**src/rtl/instr_enc_pkg.sv**
```systemverilog
// instr_enc_pkg: types and constants shared by the instruction encoder.
// The opcode map is the one the main control decoder consumes. The immediate
// limits give the signed byte-offset range that each instruction format can carry.
package instr_enc_pkg;

    typedef enum logic [2:0] {
        K_LW     = 3'd0,
        K_SW     = 3'd1,
        K_RTYPE  = 3'd2,
        K_BRANCH = 3'd3,
        K_ITYPE  = 3'd4,
        K_JAL    = 3'd5,
        K_LUI    = 3'd6,
        K_RSVD   = 3'd7
    } kind_e;

    localparam logic [6:0] OP_LOAD   = 7'b0000011;
    localparam logic [6:0] OP_STORE  = 7'b0100011;
    localparam logic [6:0] OP_RTYPE  = 7'b0110011;
    localparam logic [6:0] OP_BRANCH = 7'b1100011;
    localparam logic [6:0] OP_ITYPE  = 7'b0010011;
    localparam logic [6:0] OP_JAL    = 7'b1101111;
    localparam logic [6:0] OP_LUI    = 7'b0110111;

    // Word-sized load/store always use funct3 = 010.
    localparam logic [2:0] F3_WORD = 3'b010;

    localparam int IMM12_MIN = -2048;
    localparam int IMM12_MAX = 2047;
    localparam int IMM_B_MIN = -4096;
    localparam int IMM_B_MAX = 4094;
    localparam int IMM_J_MIN = -(1 << 20);
    localparam int IMM_J_MAX = (1 << 20) - 2;

    function automatic logic imm_in_range(input logic signed [31:0] v,
                                          input int lo, input int hi);
        return (v >= lo) && (v <= hi);
    endfunction

endpackage

```
**src/rtl/instr_fifo.sv**
```systemverilog
// instr_fifo: synchronous DEPTH x WIDTH FIFO. DEPTH must be a power of two.
// Ports:
//   clk, reset_n       clock, async active-low reset
//   flush              empties the FIFO; overrides push and pop
//   push, push_data    write one entry (ignored when full)
//   pop                drop the head entry (ignored when empty)
//   head               current head entry
//   full, empty, count occupancy status
module instr_fifo #(
    parameter int DEPTH = 4,
    parameter int WIDTH = 32
) (
    input  logic                     clk,
    input  logic                     reset_n,
    input  logic                     flush,
    input  logic                     push,
    input  logic [WIDTH-1:0]         push_data,
    input  logic                     pop,
    output logic [WIDTH-1:0]         head,
    output logic                     full,
    output logic                     empty,
    output logic [$clog2(DEPTH):0]   count
);

    localparam int PTR_W = $clog2(DEPTH);
    localparam int CNT_W = PTR_W + 1;
    localparam logic [CNT_W-1:0] FULL_CNT = CNT_W'(DEPTH);

    logic [WIDTH-1:0] mem_q [DEPTH];
    logic [PTR_W-1:0] wr_ptr_q, wr_ptr_d;
    logic [PTR_W-1:0] rd_ptr_q, rd_ptr_d;
    logic [CNT_W-1:0] count_q, count_d;
    logic             do_push, do_pop;

    assign full    = (count_q == FULL_CNT);
    assign empty   = (count_q == '0);
    assign do_push = push && !full && !flush;
    assign do_pop  = pop && !empty && !flush;
    assign head    = mem_q[rd_ptr_q];
    assign count   = count_q;

    always_comb begin
        wr_ptr_d = wr_ptr_q;
        rd_ptr_d = rd_ptr_q;
        count_d  = count_q;
        if (flush) begin
            wr_ptr_d = '0;
            rd_ptr_d = '0;
            count_d  = '0;
        end else begin
            if (do_push) wr_ptr_d = wr_ptr_q + PTR_W'(1);
            if (do_pop)  rd_ptr_d = rd_ptr_q + PTR_W'(1);
            case ({do_push, do_pop})
                2'b10:   count_d = count_q + CNT_W'(1);
                2'b01:   count_d = count_q - CNT_W'(1);
                default: count_d = count_q;
            endcase
        end
    end

    always_ff @(posedge clk or negedge reset_n) begin
        if (!reset_n) begin
            wr_ptr_q <= '0;
            rd_ptr_q <= '0;
            count_q  <= '0;
        end else begin
            wr_ptr_q <= wr_ptr_d;
            rd_ptr_q <= rd_ptr_d;
            count_q  <= count_d;
        end
    end

    // Storage needs no reset: occupancy alone decides what is valid.
    always_ff @(posedge clk) begin
        if (do_push) mem_q[wr_ptr_q] <= push_data;
    end

endmodule

```
**src/rtl/instr_encoder.sv**
```systemverilog
// instr_encoder: turns instruction descriptors into RV32I words and streams
// them into imem through a small FIFO, one word per address.
// Optional build macro INSTR_ENCODER_CHECKSUM_EN adds the checksum output.
// Ports:
//   clk, reset_n                      clock, async active-low reset
//   in_valid/in_ready                 descriptor handshake
//   in_kind, in_funct3, in_funct7b5,
//   in_rd, in_rs1, in_rs2, in_imm     descriptor fields
//   start                             flush, rewind address, clear flags
//   imem_we/imem_ready                write handshake
//   imem_addr, imem_wdata             write address and data
//   count                             FIFO occupancy
//   illegal, wrapped                  sticky status flags
//   checksum (optional)               XOR of all committed words
module instr_encoder
    import instr_enc_pkg::*;
#(
    parameter int DEPTH     = 4,
    parameter int ADDR_W    = 8,
    parameter int BASE_ADDR = 0
) (
    input  logic                    clk,
    input  logic                    reset_n,
    input  logic                    in_valid,
    output logic                    in_ready,
    input  logic [2:0]              in_kind,
    input  logic [2:0]              in_funct3,
    input  logic                    in_funct7b5,
    input  logic [4:0]              in_rd,
    input  logic [4:0]              in_rs1,
    input  logic [4:0]              in_rs2,
    input  logic [31:0]             in_imm,
    input  logic                    start,
    output logic                    imem_we,
    input  logic                    imem_ready,
    output logic [ADDR_W-1:0]       imem_addr,
    output logic [31:0]             imem_wdata,
    output logic [$clog2(DEPTH):0]  count,
    output logic                    illegal,
    output logic                    wrapped
`ifdef INSTR_ENCODER_CHECKSUM_EN
    ,
    output logic [31:0]             checksum
`endif
);

    localparam logic [ADDR_W-1:0] BASE = ADDR_W'(BASE_ADDR);

    kind_e              kind;
    logic signed [31:0] imm_s;
    logic [31:0]        enc_word;
    logic               enc_legal;
    logic               accept, push, pop;
    logic [31:0]        fifo_head;
    logic               fifo_full, fifo_empty;

    logic [ADDR_W-1:0]  addr_q, addr_d;
    logic               illegal_q, illegal_d;
    logic               wrapped_q, wrapped_d;

    assign kind  = kind_e'(in_kind);
    assign imm_s = in_imm;

    always_comb begin
        enc_word  = '0;
        enc_legal = 1'b1;
        case (kind)
            K_LW: begin
                enc_word  = {in_imm[11:0], in_rs1, F3_WORD, in_rd, OP_LOAD};
                enc_legal = imm_in_range(imm_s, IMM12_MIN, IMM12_MAX);
            end
            K_SW: begin
                enc_word  = {in_imm[11:5], in_rs2, in_rs1, F3_WORD, in_imm[4:0], OP_STORE};
                enc_legal = imm_in_range(imm_s, IMM12_MIN, IMM12_MAX);
            end
            K_RTYPE: begin
                enc_word = {1'b0, in_funct7b5, 5'b00000, in_rs2, in_rs1, in_funct3, in_rd, OP_RTYPE};
            end
            K_BRANCH: begin
                enc_word  = {in_imm[12], in_imm[10:5], in_rs2, in_rs1, in_funct3,
                             in_imm[4:1], in_imm[11], OP_BRANCH};
                enc_legal = !in_imm[0] && imm_in_range(imm_s, IMM_B_MIN, IMM_B_MAX);
            end
            K_ITYPE: begin
                enc_word  = {in_imm[11:0], in_rs1, in_funct3, in_rd, OP_ITYPE};
                enc_legal = imm_in_range(imm_s, IMM12_MIN, IMM12_MAX);
            end
            K_JAL: begin
                enc_word  = {in_imm[20], in_imm[10:1], in_imm[11], in_imm[19:12], in_rd, OP_JAL};
                enc_legal = !in_imm[0] && imm_in_range(imm_s, IMM_J_MIN, IMM_J_MAX);
            end
            K_LUI: begin
                enc_word  = {in_imm[31:12], in_rd, OP_LUI};
                enc_legal = (in_imm[11:0] == 12'd0);
            end
            default: begin
                enc_legal = 1'b0;
            end
        endcase
    end

    // reset_n gates in_ready so nothing is offered while the block is held in reset.
    assign in_ready = reset_n && !fifo_full && !start;
    assign accept   = in_valid && in_ready;
    assign push     = accept && enc_legal;
    assign imem_we  = !fifo_empty;
    assign pop      = imem_we && imem_ready && !start;

    instr_fifo #(
        .DEPTH (DEPTH),
        .WIDTH (32)
    ) u_fifo (
        .clk       (clk),
        .reset_n   (reset_n),
        .flush     (start),
        .push      (push),
        .push_data (enc_word),
        .pop       (pop),
        .head      (fifo_head),
        .full      (fifo_full),
        .empty     (fifo_empty),
        .count     (count)
    );

    // Stale storage must never show on the bus, so wdata is forced to zero while empty.
    assign imem_wdata = fifo_empty ? 32'd0 : fifo_head;
    assign imem_addr  = addr_q;
    assign illegal    = illegal_q;
    assign wrapped    = wrapped_q;

    always_comb begin
        addr_d    = addr_q;
        illegal_d = illegal_q;
        wrapped_d = wrapped_q;
        if (start) begin
            addr_d    = BASE;
            illegal_d = 1'b0;
            wrapped_d = 1'b0;
        end else begin
            if (pop) begin
                addr_d = addr_q + ADDR_W'(1);
                if (addr_q == {ADDR_W{1'b1}}) wrapped_d = 1'b1;
            end
            if (accept && !enc_legal) illegal_d = 1'b1;
        end
    end

    always_ff @(posedge clk or negedge reset_n) begin
        if (!reset_n) begin
            addr_q    <= BASE;
            illegal_q <= 1'b0;
            wrapped_q <= 1'b0;
        end else begin
            addr_q    <= addr_d;
            illegal_q <= illegal_d;
            wrapped_q <= wrapped_d;
        end
    end

`ifdef INSTR_ENCODER_CHECKSUM_EN
    logic [31:0] checksum_q, checksum_d;

    always_comb begin
        checksum_d = checksum_q;
        if (start)    checksum_d = '0;
        else if (pop) checksum_d = checksum_q ^ fifo_head;
    end

    always_ff @(posedge clk or negedge reset_n) begin
        if (!reset_n) checksum_q <= '0;
        else          checksum_q <= checksum_d;
    end

    assign checksum = checksum_q;
`endif

endmodule

```
**config.mk**
```make
export PLATFORM = sky130hd
export DESIGN_NAME = instr_encoder
export DESIGN_NICKNAME = d
export VERILOG_FILES = /design/src/rtl/instr_enc_pkg.sv /design/src/rtl/instr_fifo.sv /design/src/rtl/instr_encoder.sv
export SDC_FILE = /design/constraint.sdc
export NUM_CORES = 1
export LEC_CHECK = 0
export ABC_AREA = 0
export CORE_ASPECT_RATIO = 0.75
export CORE_MARGIN = 5
export CORE_UTILIZATION = 40
export DETAILED_ROUTE_END_ITERATION = 10
export PLACE_DENSITY = 0.65
export SLEW_MARGIN = 20
export SYNTH_ARGS = -nofsm -noshare
export SYNTH_HDL_FRONTEND = slang
export SYNTH_SLANG_ARGS = --single-unit
```
**constraint.sdc**
```tcl
create_clock -name clk -period 2.2 [get_ports clk]
set_input_delay 0.22 -clock clk [delete_from_list [all_inputs] [get_ports clk]]
set_output_delay 0.22 -clock clk [all_outputs]
set_load 0.05 [all_outputs]
```
Yosys cells after proc, flatten, opt, wreduce, memory -nomap -nowiden
Memories as Yosys holds them, arrays and structs flattened.
Cells that the tools add are included.
{"block": "op_classes", "n_addsub": 5, "magnitude_cmp": 6, "n_eq_ne": 10, "mux": 18, "reduce_logical": 32}
{"op": "32-bit one-hot mux with 7 select lines", "n": 1}
{"op": "32-bit by 12-bit >= comparator with 1-bit output, second input constant", "n": 1}
{"op": "32-bit by 13-bit >= comparator with 1-bit output, second input constant", "n": 1}
{"op": "32-bit by 21-bit >= comparator with 1-bit output, second input constant", "n": 1}
{"op": "32-bit by 12-bit <= comparator with 1-bit output, second input constant", "n": 1}
{"op": "32-bit by 13-bit <= comparator with 1-bit output, second input constant", "n": 1}
{"op": "32-bit by 21-bit <= comparator with 1-bit output, second input constant", "n": 1}
{"op": "32-bit 2-to-1 mux", "n": 1}
{"op": "1-bit logical AND", "n": 16}
{"op": "8-bit 2-to-1 mux", "n": 2}
{"op": "3-bit equality test, second input constant", "n": 4}
{"op": "12-bit zero test", "n": 1}
{"op": "2-bit nonzero test", "n": 5}
{"op": "8-bit by 1-bit adder with 8-bit output, second input constant", "n": 1}
{"op": "8-bit equality test, second input constant", "n": 1}
{"op": "2-bit 2-to-1 mux", "n": 4}
{"op": "1-bit 2-to-1 mux", "n": 7}
{"op": "3-bit by 2-bit equality test with 1-bit output, second input constant", "n": 2}
{"op": "3-bit zero test", "n": 2}
{"op": "3-bit one-hot mux with 2 select lines", "n": 1}
{"op": "1-bit zero test", "n": 5}
{"op": "1-bit one-hot mux with 5 select lines", "n": 1}
{"op": "2-bit by 1-bit adder with 2-bit output, second input constant", "n": 2}
{"op": "3-bit by 1-bit adder with 3-bit output, second input constant", "n": 1}
{"op": "other kinds (8)", "n": 8}
{"block": "word_totals", "register_bits": 17, "ram_bits": 128, "out_inout_bits": 47, "word_cells": 78, "mem_count": 1}
{"memory": "u_fifo.mem_q", "words": 4, "word_bits": 32, "read_ports": 1, "rd_ports_with_merged_regs": 0, "write_ports": 1, "line_no": "instr_fifo.sv:29", "source": "logic [WIDTH-1:0] mem_q [DEPTH];"}

Longest topological paths before layout
Gate-level depths: netlist of the first run.
{"block": "logic_depth", "depth_word": 11, "depth_mapped": 13}

Hierarchy
From an unflattened synthesis of the first run, not the netlist that was laid out.
{"block": "hier_totals", "hier_cells": 448, "hier_area_um2": 6720.2}
{"module": "instr_fifo", "instances": 1, "cells_per_inst": 233, "area_per_inst_um2": 5231.3, "seq_area_each_um2": 4018.9}
{"module": "instr_encoder", "instances": 1, "cells_per_inst": 215, "area_per_inst_um2": 1488.9, "seq_area_each_um2": 250.2}

Worst setup path after synthesis of the first run
Ideal clock, no wire load.
{"block": "synth_timing", "kind": "register -> register", "startpoint": "register u_fifo.count_q[1] (netlist: u_fifo.count[1])", "endpoint": "memory u_fifo.mem_q[0][10] (enable)", "setup_time_ns": 0.391, "arrival_time_ns": 2.972, "slack_ns": -1.163, "path_stages_with_launch": 7, "path_buffers": 1, "synth_period_minus_slack_ns": 3.363, "cell_sequence": "dfrtp_1 > nor2_1 > a21oi_1 > nand2_1 > a21oi_4 > buf_6 > and2_1"}
{"block": "synth_between", "elab_chain_cells": 10}
{"item": "from (decl)", "line_no": "instr_fifo.sv:32", "source": "logic [CNT_W-1:0] count_q, count_d;"}
{"item": "from (signal assigned)", "line_no": "instr_fifo.sv:69", "source": "count_q <= count_d;"}
{"item": "3-bit equality test", "line_no": "instr_fifo.sv:35", "source": "assign full = (count_q == FULL_CNT);"}
{"item": "1-bit zero test", "line_no": "instr_encoder.sv:103", "source": "assign in_ready = reset_n && !fifo_full && !start;"}
{"item": "1-bit logical AND (2 in a row)", "line_no": "instr_encoder.sv:103"}
{"item": "net in_ready", "line_no": "instr_encoder.sv:25", "source": "output logic in_ready,"}
{"item": "1-bit logical AND", "line_no": "instr_encoder.sv:104", "source": "assign accept = in_valid && in_ready;"}
{"item": "1-bit logical AND", "line_no": "instr_encoder.sv:105", "source": "assign push = accept && enc_legal;"}
{"item": "1-bit logical AND (2 in a row)", "line_no": "instr_fifo.sv:37", "source": "assign do_push = push && !full && !flush;"}
{"item": "1-bit 2-to-1 mux", "line_no": "instr_fifo.sv:75", "source": "if (do_push) mem_q[wr_ptr_q] <= push_data;"}
{"item": "1-bit 2-to-1 mux (not written as such)", "line_no": "instr_fifo.sv:75"}
{"item": "to (decl)", "line_no": "instr_fifo.sv:29"}
The timed path passes the listed nets, and every way through them passes these cells.

Final worst setup path of the first run
{"block": "layout_timing", "startpoint": "input in_imm[29]", "endpoint": "register u_fifo.count_q[2] (netlist: u_fifo.count[2])"}
{"block": "layout_between", "elab_chain_cells": 10, "word_cells_on_any_way": 20}
{"item": "from (decl)", "line_no": "instr_encoder.sv:32", "source": "input logic [31:0] in_imm,"}
{"item": "32-bit by 21-bit >= comparator with 1-bit output, or another cell as far along", "line_no": "instr_enc_pkg.sv:37", "source": "return (v >= lo) && (v <= hi);"}
{"item": "1-bit logical AND", "line_no": "instr_enc_pkg.sv:37"}
{"item": "1-bit logical AND, on equally long branches", "line_no": "instr_encoder.sv:90, instr_encoder.sv:82"}
{"item": "1-bit one-hot mux with 5 select lines *", "line_no": "instr_encoder.sv:67", "source": "case (kind)"}
{"item": "1-bit logical AND *", "line_no": "instr_encoder.sv:105"}
{"item": "1-bit logical AND * (2 in a row)", "line_no": "instr_fifo.sv:37"}
{"item": "2-bit by 1-bit equality test with 1-bit output or 2-bit equality test (tied branches)", "line_no": "instr_fifo.sv:53", "source": "case ({do_push, do_pop})"}
{"item": "3-bit one-hot mux with 2 select lines", "line_no": "instr_fifo.sv:53"}
{"item": "3-bit 2-to-1 mux", "line_no": "instr_fifo.sv:46", "source": "if (flush) begin"}
Every way passes the cells marked *; elsewhere a longest branch is shown, timed or not.
A chain may end at the register's enable or synchronous reset.

==> flow_metrics.tcl, run 1 <==
set metrics [dict create \
    synth_top_cell_area_share 0.5808 \
    overflow 0 \
    power.density_nw_per_um2 1054 \
    pwr-share-comb 0.409 \
    routed_wl_um 17120 \
    cts_buffers 17 \
    cp_cell_sequence "buf_8 > nor4_4 > nand3_2 > buf_6 > o32a_1 > o31a_1 > a21oi_4 > nor3_2 > fa_2 > and2_4 > mux2i_1 > mux2_1" \
    routedWlPerCell_um 20.48 \
    post-route-period-util 1.069 \
    hpwl_um 11800 \
    drive_gt1_frac 0.3952 \
    register_area_um2 4153 \
    tns_ns -0.1519 \
    drt_iter0_markers 253 \
    power_frac_seq 0.301 \
    syn_to_final_growth_pct 48.36 \
    endpoint_kind "flip-flop" \
    ys_seq_area_frac 0.6472 \
    syn-cell-area_um2 6411 \
    violations "negative setup slack" \
    timing.slew.headroom 0.5601 \
    clk_latency_ns 0.42 \
    synth-seq-cells 141 \
    critPathMaxFanout 2 \
    setup_viol 1 \
    cp_slowest_cell "o32a_1" \
    synthFlopType "edfxtp_1" \
    clock_skew_ns 0.01230 \
    start_util 0.4041 \
    drc_errors 0 \
    die_y_um 119.6 \
    clkPwrFrac 0.290 \
    path_clk_slew_ns 0.06 \
    place_area_um2 8656 \
    grt_pass1_vias 4619 \
    synthArstFlopShare 0.1206 \
    rsz0062_at_grt "true" \
    cts_root_buf "clkbuf_16" \
    setup_slack_ns -0.1519 \
    clockBufferDepth 2 \
    grt_pass1_wl_um 26080 \
    synthDistinctLibCells 43 \
    grt_use_total 0.1845 \
    hold_viol 0 \
    worstPathRequired_ns 2.49 \
    cts_tree "yes" \
    final_area_um2 9512 \
    ios 106 \
    dr_total_vias 4511 \
    p_sw_frac 0.3235 \
    drv_cap 0 \
    crit_arrival_ns 2.64 \
    n_fill_cell 1208 \
    yosysWarnings 0 \
    crit_type "input pin to flip-flop" \
    yosysTopAreaCell "edfxtp_1" \
    gp_congestion 0.9048 \
    num-nets-final 677 \
    hold_class "input pin to async pin" \
    max_stage_delay_ns 0.34 \
    holdWs_ns 0.1728 \
    syn_nets 494 \
    die-width_um 156.2 \
    num_rows 40 \
    ir_drop_uv 909.6 \
    status "complete, but fails checks" \
    internal_power_w 0.006785 \
    cts_sinks 141 \
    synth_area_leaders "edfxtp_1 58%, mux4_2 11%, dfrtp_1 6.6%, and2_1 3.6%, a22oi_1 1.8%" \
    worst_setup_path_start_kind "input pin" \
    grt_antenna_before_repair 1 \
    cts_max_level 4 \
    synthCells 429 \
    via_per_inst 5.396 \
    dr.pass1.iters 5 \
    synth-edff-count 124 \
    period_needed_ns 2.352 \
    max_clock_freq_mhz 425.2 \
    grt_max_degree 34 \
    die_area_um2 18690 \
    detail-route-antenna-nets 0 \
    syn_area_per_cell_um2 14.94 \
    core_area_um2 15870 \
    hold_buffers 0 \
    p_switching_w 0.003244 \
    power.leakage_nw 3.463 \
    slew_viol_final 0 \
    multi_input_area_um2 2311 \
    tightest_slew_ns 0.6530 \
    portBuffers 105 \
]
flip-flops by register name (all words and copies together) (netlist names):
signal,cells
imem_addr,8
illegal,1
wrapped,1
u_fifo.count,3
u_fifo.wr_ptr_q,2
u_fifo.rd_ptr_q,2
u_fifo.mem_q,124
power by group through the flow:
stage / Combinational, W / Clock [W] / Sequential [W]
final: 0.00410 / 0.00291 / 0.00302
after global routing: 0.00429 / 0.00304 / 0.00302
after CTS: 0.00405 / 0.00294 / 0.00302
after detailed placement: 0.00379 / 0 / 0.00310
after global placement: 0.00377 / 0 / 0.00310
after floorplan: 0.00190 / 0 / 0.00316
critical path: cells and delay by family:
kind | cells | cell delay (ns)
multiplexers | 2 | 0.47
AND/OR/NAND/NOR | 4 | 0.65
adder cells (fa/ha/maj) | 1 | 0.34
AO/OA/AOI/OAI | 3 | 0.71
buffers and inverters | 2 | 0.25
placed cells by master, fill, tap and decap left out, types with 17 or more instances in the layout:
cell type          n
mux4_2            31
nand2_1           22
edfxtp_1         124
nor2_1            25
buf_12            43
clkdlybuf4s50_1   36
clkbuf_16         17
and2_4            21
buf_4             68
final cells by class:
class,instances,share of cell area
Antenna cell,1,0.0002631
Clock buffer,19,0.04551
Clock inverter,13,0.01736
Inverter,9,0.003552
Multi-Input combinational cell,255,0.2430
Sequential cell,141,0.4366
Tap cell,210,0.02762
Timing Repair Buffer,188,0.2261
kinds of logic (layout without fill, tap and decap cells):
family                   after synthesis  count (layout)  share of synthesized area
adder cells (fa/ha/maj)                6               6                    0.01288
AND/OR/NAND/NOR                      130             130                     0.1071
buffers and inverters                 33             229                    0.02342
AO/OA/AOI/OAI                         70              70                    0.07377
other                                  0               1                          0
XOR/XNOR                              10              10                    0.01366
flip-flops                           141             141                     0.6472
multiplexers                          39              39                     0.1220
final timing paths:
| kind | from | endpoint | slack (ns) | depth (start not counted) |
|---|---|---|---|---|
| setup reg to reg | u_fifo.count[1]$_DFFE_PN0P_ | u_fifo.count[0]$_DFFE_PN0P_ | 0.07 | 5 |
| setup / recovery | in_imm[29] | u_fifo.count[2]$_DFFE_PN0P_ | -0.15 | 12 |
| hold / removal | reset_n | imem_addr[4]$_DFFE_PN0P_ | 0.17 | 2 |
| min in group clk | in_imm[29] | u_fifo.mem_q[0][29]$_DFFE_PP_ | 0.32 | 3 |
| max in group asynchronous | reset_n | u_fifo.count[0]$_DFFE_PN0P_ | 1.82 | 2 |
| hold reg to reg | wrapped$_DFFE_PN0P_ | wrapped$_DFFE_PN0P_ | 0.49 | 2 |
per-layer routing:
layer / up-vias / part of all wire / track usage
met5: - / 0 / 0
met4: 0 / 0.016 / 0.05095
met3: 27 / 0.060 / 0.04434
met2: 172 / 0.51 / 0.3054
met1: 2274 / 0.42 / 0.2448
li1: 2038 / - / -
per-stage QoR:
| stage | total power [W] | std cells | worst slack (ns) | util |
|---|---|---|---|---|
| final | 0.01003 | 836 | -0.1519 | 0.5995 |
| after floorplan | 0.005055 | 429 | -0.4971 | - |
| after global routing | 0.01036 | 836 | -0.2117 | 0.5995 |
| after global placement | 0.006863 | 797 | -0.9624 | 0.5456 |
| after CTS | 0.01001 | 835 | -0.1175 | 0.5961 |
| after detailed placement | 0.006887 | 797 | -1.084 | 0.5456 |
cells in the mapped netlist (all sizes together), types with 4 or more instances:
library cell and number:
clkbuf 15, nor4 8, xor2 6, dfrtp 17, and2 38, a22o 10
mux4 31, nor3 4, a22oi 15, edfxtp 124, nor2 25, o21ai 16
nand3 5, nand2 22, ha 5, xnor2 4, nand4 9, nor2b 10
inv 8, a21oi 18, buf 9, mux2i 5, nand2b 4
timing repair:
item | 4_1_cts | 5_1_grt
pin swaps | 18 | 16
setup buffers | 4 | 0
gates cloned | 2 | 0
gates resized for setup | 138 | 27
setup endpoints to repair | 157 | 21
Power figures use the tool's default switching activity.
==> inputs of run 2 (changes only) <==
--- a/config.mk
+++ b/config.mk
@@ -8,9 +8,9 @@
 export ABC_AREA = 0
 export CORE_ASPECT_RATIO = 0.75
 export CORE_MARGIN = 5
-export CORE_UTILIZATION = 40
+export CORE_UTILIZATION = 48
 export DETAILED_ROUTE_END_ITERATION = 10
-export PLACE_DENSITY = 0.65
+export PLACE_DENSITY = 0.76
 export SLEW_MARGIN = 20
 export SYNTH_ARGS = -nofsm -noshare
 export SYNTH_HDL_FRONTEND = slang
==> run 2 against run 1 <==
The run still ends with negative setup slack left. Worst hold slack improved by 0.037 ns. Sequential cell count did not move. Final area is 2.1% lower. Clock skew is 0.0057 ns lower. Sequential share of layout area increased by 0.95 points. Maximum frequency grew 2.3%. Via count rose by 4.5%. Non-clock buffer count is 7 higher. Critical path type unchanged. Critical endpoint unchanged.
==> flow_metrics.tcl, run 2 (synthesized netlist as in run 1, its figures left out) <==
set metrics [dict create \
    largest_reg_flops 124 \
    endpoint_kind "flip-flop" \
    antenna_cells 0 \
    portBuffers 105 \
    dr.pass1.iters 5 \
    setup_slack_ns -0.09850 \
    holdWs_ns 0.2094 \
    gr-usage-met1 0.3092 \
    hold_viol 0 \
    crit_type "input pin to flip-flop" \
    syn_to_final_growth_pct 45.20 \
    met3_usage 0.05045 \
    via_per_inst 5.872 \
    core_area_um2 13020 \
    grt_pass1_wl_um 26950 \
    path_clk_slew_ns 0.06 \
    power.leakage_nw 3.458 \
    clock_skew_ns 0.006587 \
    grt-busiest-layer "met2" \
    tns_ns -0.3271 \
    critPathMaxFanout 3 \
    grt_antenna_before_repair 0 \
    hold_class "input pin to async pin" \
    num-nets-final 684 \
    grt_max_degree 34 \
    tightest_slew_ns 0.5939 \
    top_register "u_fifo.mem_q" \
    use_met2 0.3916 \
    grt_pass1_vias 4750 \
    ios 106 \
    routedWlPerCell_um 22.65 \
    power.density_nw_per_um2 1053 \
    cts_root_buf "clkbuf_16" \
    worstPathRequired_ns 2.49 \
    final_util 0.7151 \
    clk_latency_ns 0.41 \
    slew_viol_final 0 \
    routed_wl_um 18190 \
    drt_iter0_markers 479 \
    violations "negative setup slack" \
    final_cell_mix "124 x edfxtp_1, 73 x buf_4, 38 x buf_6, 36 x clkdlybuf4s50_1, 33 x and2_4" \
    cts_buffers 17 \
    crit_arrival_ns 2.59 \
    cts_sinks 141 \
    detail-route-antenna-nets 0 \
    drive_gt1_frac 0.4335 \
    drc_errors 0 \
    post-route-period-util 1.045 \
    worst_setup_path_start_kind "input pin" \
    final_area_um2 9309 \
    hpwl_um 11580 \
    overflow 0 \
    timing.slew.headroom 0.5999 \
    cts_tree "yes" \
    period_needed_ns 2.298 \
    gp_congestion 0.9042 \
    setup_viol 22 \
    die_area_um2 15790 \
    drv_cap 0 \
    die-width_um 143.5 \
    start_util 0.4925 \
    mostFrequentLayoutCell "edfxtp_1" \
    dr_total_vias 4715 \
    cts_max_level 4 \
    max_clock_freq_mhz 435.1 \
    status "complete, but fails checks" \
    die_y_um 110.1 \
    clockBufferDepth 2 \
    num_rows 36 \
    rsz0062_at_grt "true" \
    place_area_um2 8217 \
    ir_drop_uv 1142 \
    grt_use_total 0.2352 \
]
[run 2: path summary, 6_finish.rpt]
kind                                        startpoint                              to  slack [ns]  cells past startpoint
hold / removal                                 reset_n        imem_addr[2]$_DFFE_PN0P_        0.21                      2
setup reg to reg           u_fifo.count[1]$_DFFE_PN0P_     u_fifo.count[2]$_DFFE_PN0P_       -0.02                      7
setup / recovery                            in_imm[16]     u_fifo.count[2]$_DFFE_PN0P_        -0.1                     11
max in group asynchronous                      reset_n  u_fifo.rd_ptr_q[0]$_DFFE_PN0P_        1.77                      2
hold reg to reg                    wrapped$_DFFE_PN0P_             wrapped$_DFFE_PN0P_        0.55                      2
min in group clk                            in_imm[29]   u_fifo.mem_q[1][29]$_DFFE_PP_        0.33                      2
[run 2: what timing repair did]
action                     4_1_cts  5_1_grt
hold buffers                     0        0
cloned                           2        2
setup endpoints to repair      143      159
gates resized for setup        121      103
setup buffers                    6        8
pin swaps                       21       22
[run 2: layout make-up]
cell class / count / area (um2)
clock buffer: 19 / 432.9
clock inverter: 13 / 178.9
fill: 812 / 3709
inverter: 9 / 33.78
multi-input combinational: 255 / 2377
sequential: 141 / 4153
tap: 171 / 214.0
timing repair buffer: 195 / 1919
[run 2: where the power goes]
group | total (W) | leakage (nW) | internal (W) | switching [W]
Sequential | 0.00305 | 1.35 | 0.00298 | 0.0000691
Clock | 0.00295 | 0.300 | 0.00181 | 0.00114
Combinational | 0.00380 | 1.81 | 0.00171 | 0.00209
[run 2: routing by layer]
metal / vias up / share of wire
li1: 2056 / -
met1: 2384 / 0.40
met2: 227 / 0.50
met3: 48 / 0.065
met4: 0 / 0.029
met5: - / 0
[run 2: critical path: stages]
cell and delay, ns:
buf_2 0.12, nor4_1 0.27, nand2_1 0.18, o311ai_4 0.32, o2111ai_2 0.20, a21oi_4 0.21, nor3_4 0.07, fa_2 0.35
and2_4 0.15, mux2i_1 0.16, mux2_1 0.35
[run 2: per-stage QoR]
step	cells	power [W]	setup WS [ns]
after floorplan	429	0.005055	-0.4971
after global placement	756	0.006090	-1.026
after detailed placement	756	0.006138	-1.157
after CTS	796	0.009357	-0.1762
after global routing	803	0.01015	-0.1697
final	803	0.009799	-0.09850
==> inputs of run 3 (changes only) <==
--- a/config.mk
+++ b/config.mk
@@ -7,7 +7,7 @@
 export LEC_CHECK = 0
 export ABC_AREA = 0
 export CORE_ASPECT_RATIO = 0.75
-export CORE_MARGIN = 5
+export CORE_MARGIN = 8
 export CORE_UTILIZATION = 48
 export DETAILED_ROUTE_END_ITERATION = 10
 export PLACE_DENSITY = 0.76
==> run 3 against run 2 <==
The run still ends with negative setup slack left. Largest power group unchanged. Final area shrank 0.81%. Largest cell class unchanged. Cell count fell by 1.1%. Non-clock buffer count is 9 lower. Critical endpoint unchanged. Total power shrank 1.4%.
==> flow_metrics.tcl, run 3 (synthesized netlist as in run 1, its figures left out) <==
set metrics [dict create \
    setup_slack_ns -0.06241 \
    detail-route-antenna-nets 0 \
    die-width_um 149.5 \
    max_clock_freq_mhz 442.0 \
    hold_viol 0 \
    worst_setup_path_start_kind "input pin" \
    grt_pass1_wl_um 27500 \
    grt_use_total 0.2145 \
    cts_sinks 141 \
    status "complete, but fails checks" \
    power.leakage_nw 3.398 \
    endpoint_kind "flip-flop" \
    cts_buffers 17 \
    tightest_slew_ns 0.5852 \
    rsz0062_at_grt "true" \
    drv_cap 0 \
    dr.pass1.iters 5 \
    core_area_um2 13020 \
    grt_antenna_before_repair 0 \
    num_rows 36 \
    largest_reg_flops 124 \
    gp_congestion 0.9246 \
    holdWs_ns 0.2199 \
    place_ws_ns -1.105 \
    mostFrequentLayoutCell "edfxtp_1" \
    timing.slew.headroom 0.6058 \
    clock_skew_ns 0.009360 \
    clockBufferDepth 2 \
    setup_viol 21 \
    die_area_um2 17350 \
    p_switching_w 0.003351 \
    grt_max_degree 34 \
    worstPathRequired_ns 2.50 \
    via_per_inst 5.926 \
    drt_iter0_markers 571 \
    overflow 0 \
    routedWlPerCell_um 23.13 \
    startpoint "in_imm[22]" \
    clk_latency_ns 0.42 \
    pwr-share-comb 0.379 \
    crit_type "input pin to flip-flop" \
    grt_pass1_vias 4947 \
    path_clk_slew_ns 0.07 \
    syn_to_final_growth_pct 44.03 \
    num-nets-final 675 \
    hold_buffers 0 \
    portBuffers 105 \
    start_util 0.4925 \
    cts_root_buf "clkbuf_16" \
    power_w 0.009662 \
    antenna_cells 0 \
    internal_power_w 0.006310 \
    hold_class "input pin to async pin" \
    die_y_um 116.1 \
    critPathMaxFanout 3 \
    drive_gt1_frac 0.4189 \
    ir_drop_uv 791.3 \
    drc_errors 0 \
    cts_max_level 4 \
    crit_arrival_ns 2.56 \
    slew_viol_final 0 \
    clkPwrFrac 0.306 \
    dr_total_vias 4705 \
    ios 106 \
    r2r_start "u_fifo.count[0]$_DFFE_PN0P_" \
    routed_wl_um 18360 \
    violations "negative setup slack" \
    tns_ns -0.5922 \
    cts_tree "yes" \
    p_sw_frac 0.3469 \
    period_needed_ns 2.262 \
    power_frac_seq 0.315 \
    post-route-period-util 1.028 \
    power.density_nw_per_um2 1046 \
    top_register "u_fifo.mem_q" \
    final_cell_mix "124 x edfxtp_1, 62 x buf_4, 37 x buf_6, 36 x clkdlybuf4s50_1, 33 x and2_4" \
    hpwl_um 12040 \
]
run 3: routing by layer:
layer	vias up	GRT usage	share of wire	wire, um
met5	-	0	0	0
met4	0	0.09591	0.025	453
met3	43	0.05423	0.089	1633
met2	251	0.3617	0.51	9336
met1	2368	0.2569	0.38	6940
li1	2043	-	-	-
run 3: layout make-up:
type	count	area (um2)
clock buffers	17	425.4
well taps	171	214.0
fillers	821	3784
clock inverters	15	192.7
inverters	9	33.78
repair buffers	186	1837
multi-input cells	255	2379
flip-flops and latches	141	4153
run 3: power groups by stage:
stage	combinational, W	clock, W	sequential [W]
2_1_floorplan	0.00190	0	0.00316
3_3_place_gp	0.00298	0	0.00308
3_5_place_dp	0.00301	0	0.00308
4_1_cts	0.00349	0.00299	0.00304
5_1_grt	0.00382	0.00311	0.00305
6_report	0.00366	0.00296	0.00305
run 3: repair_timing:
action,in CTS,in global routing
cloned,2,2
hold endpoints to repair,0,0
resized for setup,151,45
pin swaps,16,15
buffers inserted,4,5
setup endpoints to repair,160,117
run 3: path summary, 6_finish.rpt:
check / endpoint / slack, ns / depth (start not counted)
max: u_fifo.count[2]$_DFFE_PN0P_ / -0.06 / 12
min: imem_addr[0]$_DFFE_PN0P_ / 0.22 / 2
min in group clk: u_fifo.mem_q[2][25]$_DFFE_PP_ / 0.27 / 2
max in group asynchronous: u_fifo.count[1]$_DFFE_PN0P_ / 1.77 / 2
max reg2reg: u_fifo.count[0]$_DFFE_PN0P_ / 0.08 / 5
min reg2reg: wrapped$_DFFE_PN0P_ / 0.52 / 2
run 3: worst max-delay path: stages:
cell and delay [ns]:
buf_8 0.10, nor4_4 0.28, buf_4 0.17, nand3_4 0.08
o311ai_4 0.33, o2111ai_4 0.19, a21oi_4 0.18, nor3_2 0.06
fa_2 0.34, and2_1 0.14, mux2i_1 0.14, mux2_1 0.33
run 3: per-stage QoR:
| stage | util | instances | instance area [um2] |
|---|---|---|---|
| 6_report | 0.7093 | 794 | 9234 |
| 5_1_grt | 0.7093 | 794 | 9234 |
| 4_1_cts | 0.7025 | 790 | 9145 |
| 3_5_place_dp | 0.6299 | 752 | 8199 |
| 3_3_place_gp | 0.6299 | 752 | 8199 |
| 2_1_floorplan | - | 429 | 6446 |
